**config.mk**
```make
export PLATFORM = sky130hd
export DESIGN_NAME = serial_add_sched_flat
export DESIGN_NICKNAME = d
export VERILOG_FILES = /design/src/rtl/serial_add_sched_if.sv /design/src/rtl/serial_add_sched.sv /design/src/flat_wrapper.sv
export SDC_FILE = /design/constraint.sdc
export NUM_CORES = 1
export LEC_CHECK = 0
export ABC_AREA = 1
export BUFFER_PORTS_ARGS = -buffer_cell sky130_fd_sc_hd__buf_2
export CORE_MARGIN = 4
export CORE_UTILIZATION = 30
export CTS_CLUSTER_SIZE = 10
export DETAILED_ROUTE_END_ITERATION = 12
export PLACE_DENSITY_LB_ADDON = 0.05
export RECOVER_POWER = 50
export SYNTH_ARGS = -nofsm -noshare
export SYNTH_HDL_FRONTEND = slang
export SYNTH_SLANG_ARGS = --single-unit
```
**constraint.sdc**
```tcl
create_clock -name clk -period 1.2 [get_ports clk]
set_input_delay 0.06 -clock clk [delete_from_list [all_inputs] [get_ports clk]]
set_output_delay 0.06 -clock clk [all_outputs]
set_load 0.005 [all_outputs]
```
**src/rtl/serial_add_sched_if.sv**
```systemverilog
// serial_add_sched_if: request/result bundle for the shared bit-serial adder.
// The requester/consumer side uses the master modport, the scheduler the slave.
// Optional macro SERIAL_ADD_SUB_EN adds the per-request subtract flags and the
// echoed out_sub result flag.
interface serial_add_sched_if #(
    parameter int WIDTH = 8
);
    logic             req0_valid;
    logic             req0_ready;
    logic [WIDTH-1:0] req0_a;
    logic [WIDTH-1:0] req0_b;
    logic             req1_valid;
    logic             req1_ready;
    logic [WIDTH-1:0] req1_a;
    logic [WIDTH-1:0] req1_b;
    logic             out_valid;
    logic             out_ready;
    logic [WIDTH:0]   out_sum;
    logic             out_id;
    logic             busy;
`ifdef SERIAL_ADD_SUB_EN
    logic             req0_sub;
    logic             req1_sub;
    logic             out_sub;
`endif

`ifdef SERIAL_ADD_SUB_EN
    modport master (
        output req0_valid, req0_a, req0_b, req0_sub,
        output req1_valid, req1_a, req1_b, req1_sub,
        output out_ready,
        input  req0_ready, req1_ready,
        input  out_valid, out_sum, out_id, out_sub, busy
    );

    modport slave (
        input  req0_valid, req0_a, req0_b, req0_sub,
        input  req1_valid, req1_a, req1_b, req1_sub,
        input  out_ready,
        output req0_ready, req1_ready,
        output out_valid, out_sum, out_id, out_sub, busy
    );
`else
    modport master (
        output req0_valid, req0_a, req0_b,
        output req1_valid, req1_a, req1_b,
        output out_ready,
        input  req0_ready, req1_ready,
        input  out_valid, out_sum, out_id, busy
    );

    modport slave (
        input  req0_valid, req0_a, req0_b,
        input  req1_valid, req1_a, req1_b,
        input  out_ready,
        output req0_ready, req1_ready,
        output out_valid, out_sum, out_id, busy
    );
`endif
endinterface

```
**src/rtl/serial_add_sched.sv**
```systemverilog
// serial_add_sched: round-robin scheduler sharing one 1-bit full-adder cell
// between two requesters. Operands are processed LSB-first, one bit per cycle,
// and the WIDTH+1-bit result is returned tagged with the requester id.
// Optional macro SERIAL_ADD_SUB_EN: per-request subtract (a-b via b inversion
// and an initial carry of 1), with the flag echoed on out_sub.
module serial_add_sched #(
    parameter int WIDTH = 8
) (
    input  logic                clk,
    input  logic                rst_n,
    serial_add_sched_if.slave   bus
);

    localparam int CNT_W = $clog2(WIDTH) + 1;

    typedef enum logic [1:0] {
        IDLE = 2'd0,
        RUN  = 2'd1,
        DONE = 2'd2
    } state_t;

    state_t             state_q;
    logic               last_grant_q;
    logic [WIDTH-1:0]   a_q;
    logic [WIDTH-1:0]   b_q;
    logic [WIDTH-1:0]   sum_q;
    logic               carry_q;
    logic [CNT_W-1:0]   cnt_q;
    logic               id_q;
    logic               out_valid_q;
    logic               busy_q;
    logic               sub_q;

    logic               grant_id;
    logic               ready0;
    logic               ready1;
    logic               accept;
    logic [WIDTH-1:0]   sel_a;
    logic [WIDTH-1:0]   sel_b;
    logic               sel_sub;

    logic               bit_s;
    logic               carry_d;
    logic [WIDTH-1:0]   sum_d;
    logic               last_bit;

    // Round-robin grant: on a tie the requester that did not win last time goes.
    // Readys are additionally gated by rst_n so nothing is offered during reset.
    always_comb begin
        grant_id = 1'b0;
        if (bus.req0_valid && bus.req1_valid) begin
            grant_id = ~last_grant_q;
        end else if (bus.req1_valid) begin
            grant_id = 1'b1;
        end
        ready0 = rst_n && (state_q == IDLE) && bus.req0_valid && !grant_id;
        ready1 = rst_n && (state_q == IDLE) && bus.req1_valid &&  grant_id;
        accept = ready0 || ready1;
        sel_a  = grant_id ? bus.req1_a : bus.req0_a;
        sel_b  = grant_id ? bus.req1_b : bus.req0_b;
`ifdef SERIAL_ADD_SUB_EN
        sel_sub = grant_id ? bus.req1_sub : bus.req0_sub;
`else
        sel_sub = 1'b0;
`endif
    end

    // Shared full-adder cell on the current LSBs plus the shifted result word.
    always_comb begin
        bit_s    = a_q[0] ^ b_q[0] ^ carry_q;
        carry_d  = (a_q[0] & b_q[0]) | (carry_q & (a_q[0] ^ b_q[0]));
        sum_d    = {bit_s, sum_q[WIDTH-1:1]};
        last_bit = (cnt_q == CNT_W'(WIDTH - 1));
    end

    // Control FSM and serial datapath; result registers hold steady in DONE.
    always_ff @(posedge clk or negedge rst_n) begin
        if (!rst_n) begin
            state_q      <= IDLE;
            last_grant_q <= 1'b1;
            a_q          <= '0;
            b_q          <= '0;
            sum_q        <= '0;
            carry_q      <= 1'b0;
            cnt_q        <= '0;
            id_q         <= 1'b0;
            out_valid_q  <= 1'b0;
            busy_q       <= 1'b0;
            sub_q        <= 1'b0;
        end else begin
            case (state_q)
                IDLE: begin
                    if (accept) begin
                        a_q          <= sel_a;
                        b_q          <= sel_sub ? ~sel_b : sel_b;
                        carry_q      <= sel_sub;
                        sum_q        <= '0;
                        cnt_q        <= '0;
                        id_q         <= grant_id;
                        last_grant_q <= grant_id;
                        sub_q        <= sel_sub;
                        busy_q       <= 1'b1;
                        state_q      <= RUN;
                    end
                end
                RUN: begin
                    a_q     <= a_q >> 1;
                    b_q     <= b_q >> 1;
                    carry_q <= carry_d;
                    sum_q   <= sum_d;
                    cnt_q   <= cnt_q + CNT_W'(1);
                    if (last_bit) begin
                        out_valid_q <= 1'b1;
                        state_q     <= DONE;
                    end
                end
                DONE: begin
                    if (bus.out_ready) begin
                        out_valid_q <= 1'b0;
                        busy_q      <= 1'b0;
                        state_q     <= IDLE;
                    end
                end
                default: begin
                    out_valid_q <= 1'b0;
                    busy_q      <= 1'b0;
                    state_q     <= IDLE;
                end
            endcase
        end
    end

    assign bus.req0_ready = ready0;
    assign bus.req1_ready = ready1;
    assign bus.out_valid  = out_valid_q;
    assign bus.out_sum    = {carry_q, sum_q};
    assign bus.out_id     = id_q;
    assign bus.busy       = busy_q;
`ifdef SERIAL_ADD_SUB_EN
    assign bus.out_sub    = sub_q;
`else
    // Subtract flag is never set without the option; keep it from dangling.
    logic unused_sub;
    assign unused_sub = sub_q;
`endif

endmodule

```
**src/flat_wrapper.sv**
```systemverilog
// flat-port wrapper written by rule: the top's interface ports become plain ports
module serial_add_sched_flat 
#(
    parameter int WIDTH = 8
)
  (clk, rst_n, bus_req0_valid, bus_req0_a, bus_req0_b, bus_req1_valid, bus_req1_a, bus_req1_b, bus_out_ready, bus_req0_ready, bus_req1_ready, bus_out_valid, bus_out_sum, bus_out_id, bus_busy);
  serial_add_sched_if #(.WIDTH(WIDTH)) bus_i ();
  input  logic clk;
  input  logic rst_n;
  input wire logic [$bits(bus_i.req0_valid)-1:0] bus_req0_valid;
  input wire logic [$bits(bus_i.req0_a)-1:0] bus_req0_a;
  input wire logic [$bits(bus_i.req0_b)-1:0] bus_req0_b;
  input wire logic [$bits(bus_i.req1_valid)-1:0] bus_req1_valid;
  input wire logic [$bits(bus_i.req1_a)-1:0] bus_req1_a;
  input wire logic [$bits(bus_i.req1_b)-1:0] bus_req1_b;
  input wire logic [$bits(bus_i.out_ready)-1:0] bus_out_ready;
  output wire logic [$bits(bus_i.req0_ready)-1:0] bus_req0_ready;
  output wire logic [$bits(bus_i.req1_ready)-1:0] bus_req1_ready;
  output wire logic [$bits(bus_i.out_valid)-1:0] bus_out_valid;
  output wire logic [$bits(bus_i.out_sum)-1:0] bus_out_sum;
  output wire logic [$bits(bus_i.out_id)-1:0] bus_out_id;
  output wire logic [$bits(bus_i.busy)-1:0] bus_busy;
  assign bus_i.req0_valid = bus_req0_valid;
  assign bus_i.req0_a = bus_req0_a;
  assign bus_i.req0_b = bus_req0_b;
  assign bus_i.req1_valid = bus_req1_valid;
  assign bus_i.req1_a = bus_req1_a;
  assign bus_i.req1_b = bus_req1_b;
  assign bus_i.out_ready = bus_out_ready;
  assign bus_req0_ready = bus_i.req0_ready;
  assign bus_req1_ready = bus_i.req1_ready;
  assign bus_out_valid = bus_i.out_valid;
  assign bus_out_sum = bus_i.out_sum;
  assign bus_out_id = bus_i.out_id;
  assign bus_busy = bus_i.busy;
  serial_add_sched #(.WIDTH(WIDTH)) u_core (.clk(clk), .rst_n(rst_n), .bus(bus_i));
endmodule
```
==> insert_results.sql <==
INSERT INTO impl_metrics (metric_group, metric, value, unit) VALUES
('sta', 'setup_viol', '23', ''),
('synth', 'netlist-cell-type-count', '24', ''),
('finish', 'post-route-cell-area', '2740', 'µm²'),
('floorplan', 'ios', '51', ''),
('power_and_ir_drop', 'total_power_consumption_of_the_routed_design', '6.31', 'mW'),
('critical_path', 'critPathKind', 'reg -> out', ''),
('route', 'remaining_drc_errors', '0', ''),
('route', 'dr.first_iter.drc_count', '79', ''),
('sta', 'pins_over_slew_limit', '0', ''),
('clock_tree', 'clock_sink_count', '35', ''),
('critical_path', 'cp.arrival', '1.24', 'ns'),
('sta', 'fmax', '771', 'MHz'),
('route', 'vias', '1822', ''),
('sta', 'final.setup_skew', '0.0108', 'ns'),
('clock_tree', 'clk_transition_reported_paths', '0.07', 'ns'),
('clock_tree', 'cts_tree', 'done', ''),
('synth', 'netlist.area_leader.share', '43.5', '%'),
('critical_path', 'startpoint_type', 'flip-flop', ''),
('outcome', 'status', 'finished with violations', ''),
('sta', 'max_slew_margin', '66.2', '%'),
('synth', 'synth-edff-count', '0', ''),
('power_and_ir_drop', 'p_leak', '1.64', 'nW'),
('sta', 'final_hold_viol_count', '0', ''),
('synth', 'yosys_most_used_dff', 'sky130_fd_sc_hd__dfrtp_1', ''),
('global_routing', 'grt.overflow.total', '0', ''),
('finish', 'nNetsFinal', '391', ''),
('synth', 'syn_area_per_cell', '6.91', 'µm²'),
('critical_path', 'worst-path-max-fanout', '3', ''),
('finish', 'multiInputGateArea', '951', 'µm²'),
('synth', 'cell_area_after_synthesis', '1950', 'µm²'),
('route', 'drt_pre_antenna_iters', '4', ''),
('synth', 'synth-seq-area-share', '44.9', '%'),
('floorplan', 'floorplan.die_area', '7870', 'µm²'),
('placement', 'post-dp-hpwl', '3400', 'µm'),
('job', 'maxCapViolations', '0', ''),
('finish', 'insertedDiodeCount', '0', ''),
('sta', 'fin_crit', '1.30', 'ns'),
('sta', 'worstMarginPinSlew', '0.506', 'ns'),
('clock_tree', 'clock_path_buffers', '2', ''),
('placement', 'place.port_buffers', '50', ''),
('sta', 'finalCritPeriodShare', '108', '%'),
('sta', 'holdWs', '0.0741', 'ns'),
('critical_path', 'setup.worst_path.end_class', 'primary output', ''),
('critical_path', 'worst-r2r-setup-slack', '-0.08', 'ns'),
('synth', 'synth_async_sr_flop_share', '100', '%'),
('sta', 'setup_repair_after_global_routing_missed_its_margin', 'yes', ''),
('synth', 'ys_warn_count', '0', ''),
('placement', 'gp_congestion', '0.751', ''),
('floorplan', 'core-area', '6350', 'µm²'),
('floorplan', 'floorplan.initialDensity', '30.8', '%'),
('finish', 'layout.filler_cells', '675', ''),
('synth', 'netlist_top_cells_count', '141 x sky130_fd_sc_hd__nand2_1, 38 x sky130_fd_sc_hd__inv_1, 34 x sky130_fd_sc_hd__dfrtp_1', ''),
('global_routing', 'grt_max_degree', '36', ''),
('placement', 'place_area', '2340', 'µm²'),
('power_and_ir_drop', 'power.density_cell_area', '2310', 'nW/µm²'),
('sta', 'worst_slack', '-0.0972', 'ns'),
('floorplan', 'die_x', '88.7', 'µm'),
('finish', 'final_cell_utilization_of_the_core', '43.1', '%'),
('critical_path', 'worst-endpoint-required', '1.14', 'ns'),
('finish', 'share_of_cells_above_drive_strength_1', '32.6', '%'),
('critical_path', 'worst-r2r-cell-count', '8', ''),
('synth', 'yosysMostFrequentCell', 'sky130_fd_sc_hd__nand2_1', ''),
('synth', 'ys_ff_latch', '35', ''),
('outcome', 'failed_checks', 'negative setup slack', ''),
('global_routing', 'grt_pass1_wl', '8340', 'µm'),
('clock_tree', 'clk-insertion-delay-late', '0.29', 'ns'),
('synth', 'netlist.top_cell.by_area', 'sky130_fd_sc_hd__dfrtp_1', ''),
('power_and_ir_drop', 'vdd_drop_max', '0.00113', 'V'),
('placement', 'placement.setup.worst_slack', '-0.0689', 'ns'),
('clock_tree', 'root_buffer', 'sky130_fd_sc_hd__clkbuf_8', ''),
('synth', 'synth.area.top_cells', 'sky130_fd_sc_hd__dfrtp_1 44%, sky130_fd_sc_hd__nand2_1 27%, sky130_fd_sc_hd__nand3_1 7.9%', '');
flip-flops by register name (all words and copies together), names as in the netlist:
name	flops
u_core.a_q	8
u_core.b_q	8
u_core.bus.busy	1
u_core.bus.out_id	1
u_core.bus.out_valid	1
u_core.carry_q	1
u_core.cnt_q	4
u_core.last_grant_q	1
u_core.state_q	2
u_core.sum_q	8
path summary, 6_finish.rpt:
check | end | startpoint
worst max-delay path | bus_req1_ready | u_core.last_grant_q
worst min-delay path | u_core.state_q[1] | bus_out_ready
worst max register to register | u_core.b_q[0] | u_core.last_grant_q
worst min register to register | u_core.bus.busy | u_core.bus.busy
max in group asynchronous | u_core.last_grant_q | rst_n
min in group asynchronous | u_core.a_q[7] | rst_n
routing by layer:
metal  up-vias  routed length, µm  global-route usage, %
met5         -                  0                      0
met4         0                111                   5.36
met3         9                286                   2.98
met2        44               2200                   21.0
met1       780               2520                   19.1
li1        989                  -                      -
timing repair:
action	4_1_cts	5_1_grt
setup endpoints to repair	19	24
gates resized for setup	8	38
gates cloned	0	3
setup buffers	4	5
hold buffers	1	0
hold endpoints to repair	34	0
pin swaps	5	16
logic make-up (layout without fill, tap and decap cells):
family | Yosys count | in the layout | share of synthesized area, %
adders and majority gates | 2 | 2 | 1.66
AOI/OAI and AO/OA | 6 | 6 | 2.05
DFF | 35 | 35 | 44.9
and+or+nand+nor | 187 | 187 | 39.1
buffers and inverters | 53 | 123 | 12.3
layout make-up:
cell class / count / area share, %
Clock buffer: 6 / 2.65
Sequential cell: 35 / 32.0
Timing Repair Buffer: 74 / 20.6
Multi-Input combinational cell: 195 / 34.7
Clock inverter: 2 / 0.457
Inverter: 41 / 5.99
Tap cell: 77 / 3.52
cells in the final DEF, fill, tap and decap left out, types with 2 or more instances in the layout:
cell type,Yosys,routed
sky130_fd_sc_hd__buf_2,3,49
sky130_fd_sc_hd__o21ai_2,1,2
sky130_fd_sc_hd__nand2_1,141,125
sky130_fd_sc_hd__nand2_2,3,13
sky130_fd_sc_hd__nor2_2,1,2
sky130_fd_sc_hd__nor2_4,1,2
sky130_fd_sc_hd__inv_4,0,2
sky130_fd_sc_hd__dfrtp_1,34,34
sky130_fd_sc_hd__clkbuf_1,1,2
sky130_fd_sc_hd__clkbuf_8,0,5
sky130_fd_sc_hd__nand2_8,0,2
sky130_fd_sc_hd__buf_6,2,4
sky130_fd_sc_hd__nand3_1,31,30
sky130_fd_sc_hd__nand2_4,0,4
sky130_fd_sc_hd__nor2_1,7,5
sky130_fd_sc_hd__clkbuf_16,0,3
sky130_fd_sc_hd__inv_1,38,36
sky130_fd_sc_hd__inv_2,3,2
sky130_fd_sc_hd__buf_12,0,4
sky130_fd_sc_hd__buf_8,0,2
sky130_fd_sc_hd__buf_4,6,9
critical path, stage by stage (launching register included):
cell and delay (ns):
sky130_fd_sc_hd__dfstp_2 0.56, sky130_fd_sc_hd__nand2_4 0.07, sky130_fd_sc_hd__nand2_8 0.08, sky130_fd_sc_hd__inv_4 0.03, sky130_fd_sc_hd__nand2_2 0.06, sky130_fd_sc_hd__inv_1 0.03
sky130_fd_sc_hd__buf_2 0.11
stage by stage:
step	setup TNS [ns]	cells
floorplan	0	283
global placement	-0.623	409
detailed placement	-0.796	409
CTS	-1.76	422
global route	-3.52	430
finish	-1.05	430
where the power goes:
part	switching, mW	total, mW	internal [mW]	leakage [nW]
clock network	0.446	0.852	0.406	0.0412
logic	1.75	3.37	1.62	1.15
registers	0.362	2.09	1.73	0.443
total	2.56	6.31	3.76	1.64
Note: power is estimated with default switching activity, not from simulation.
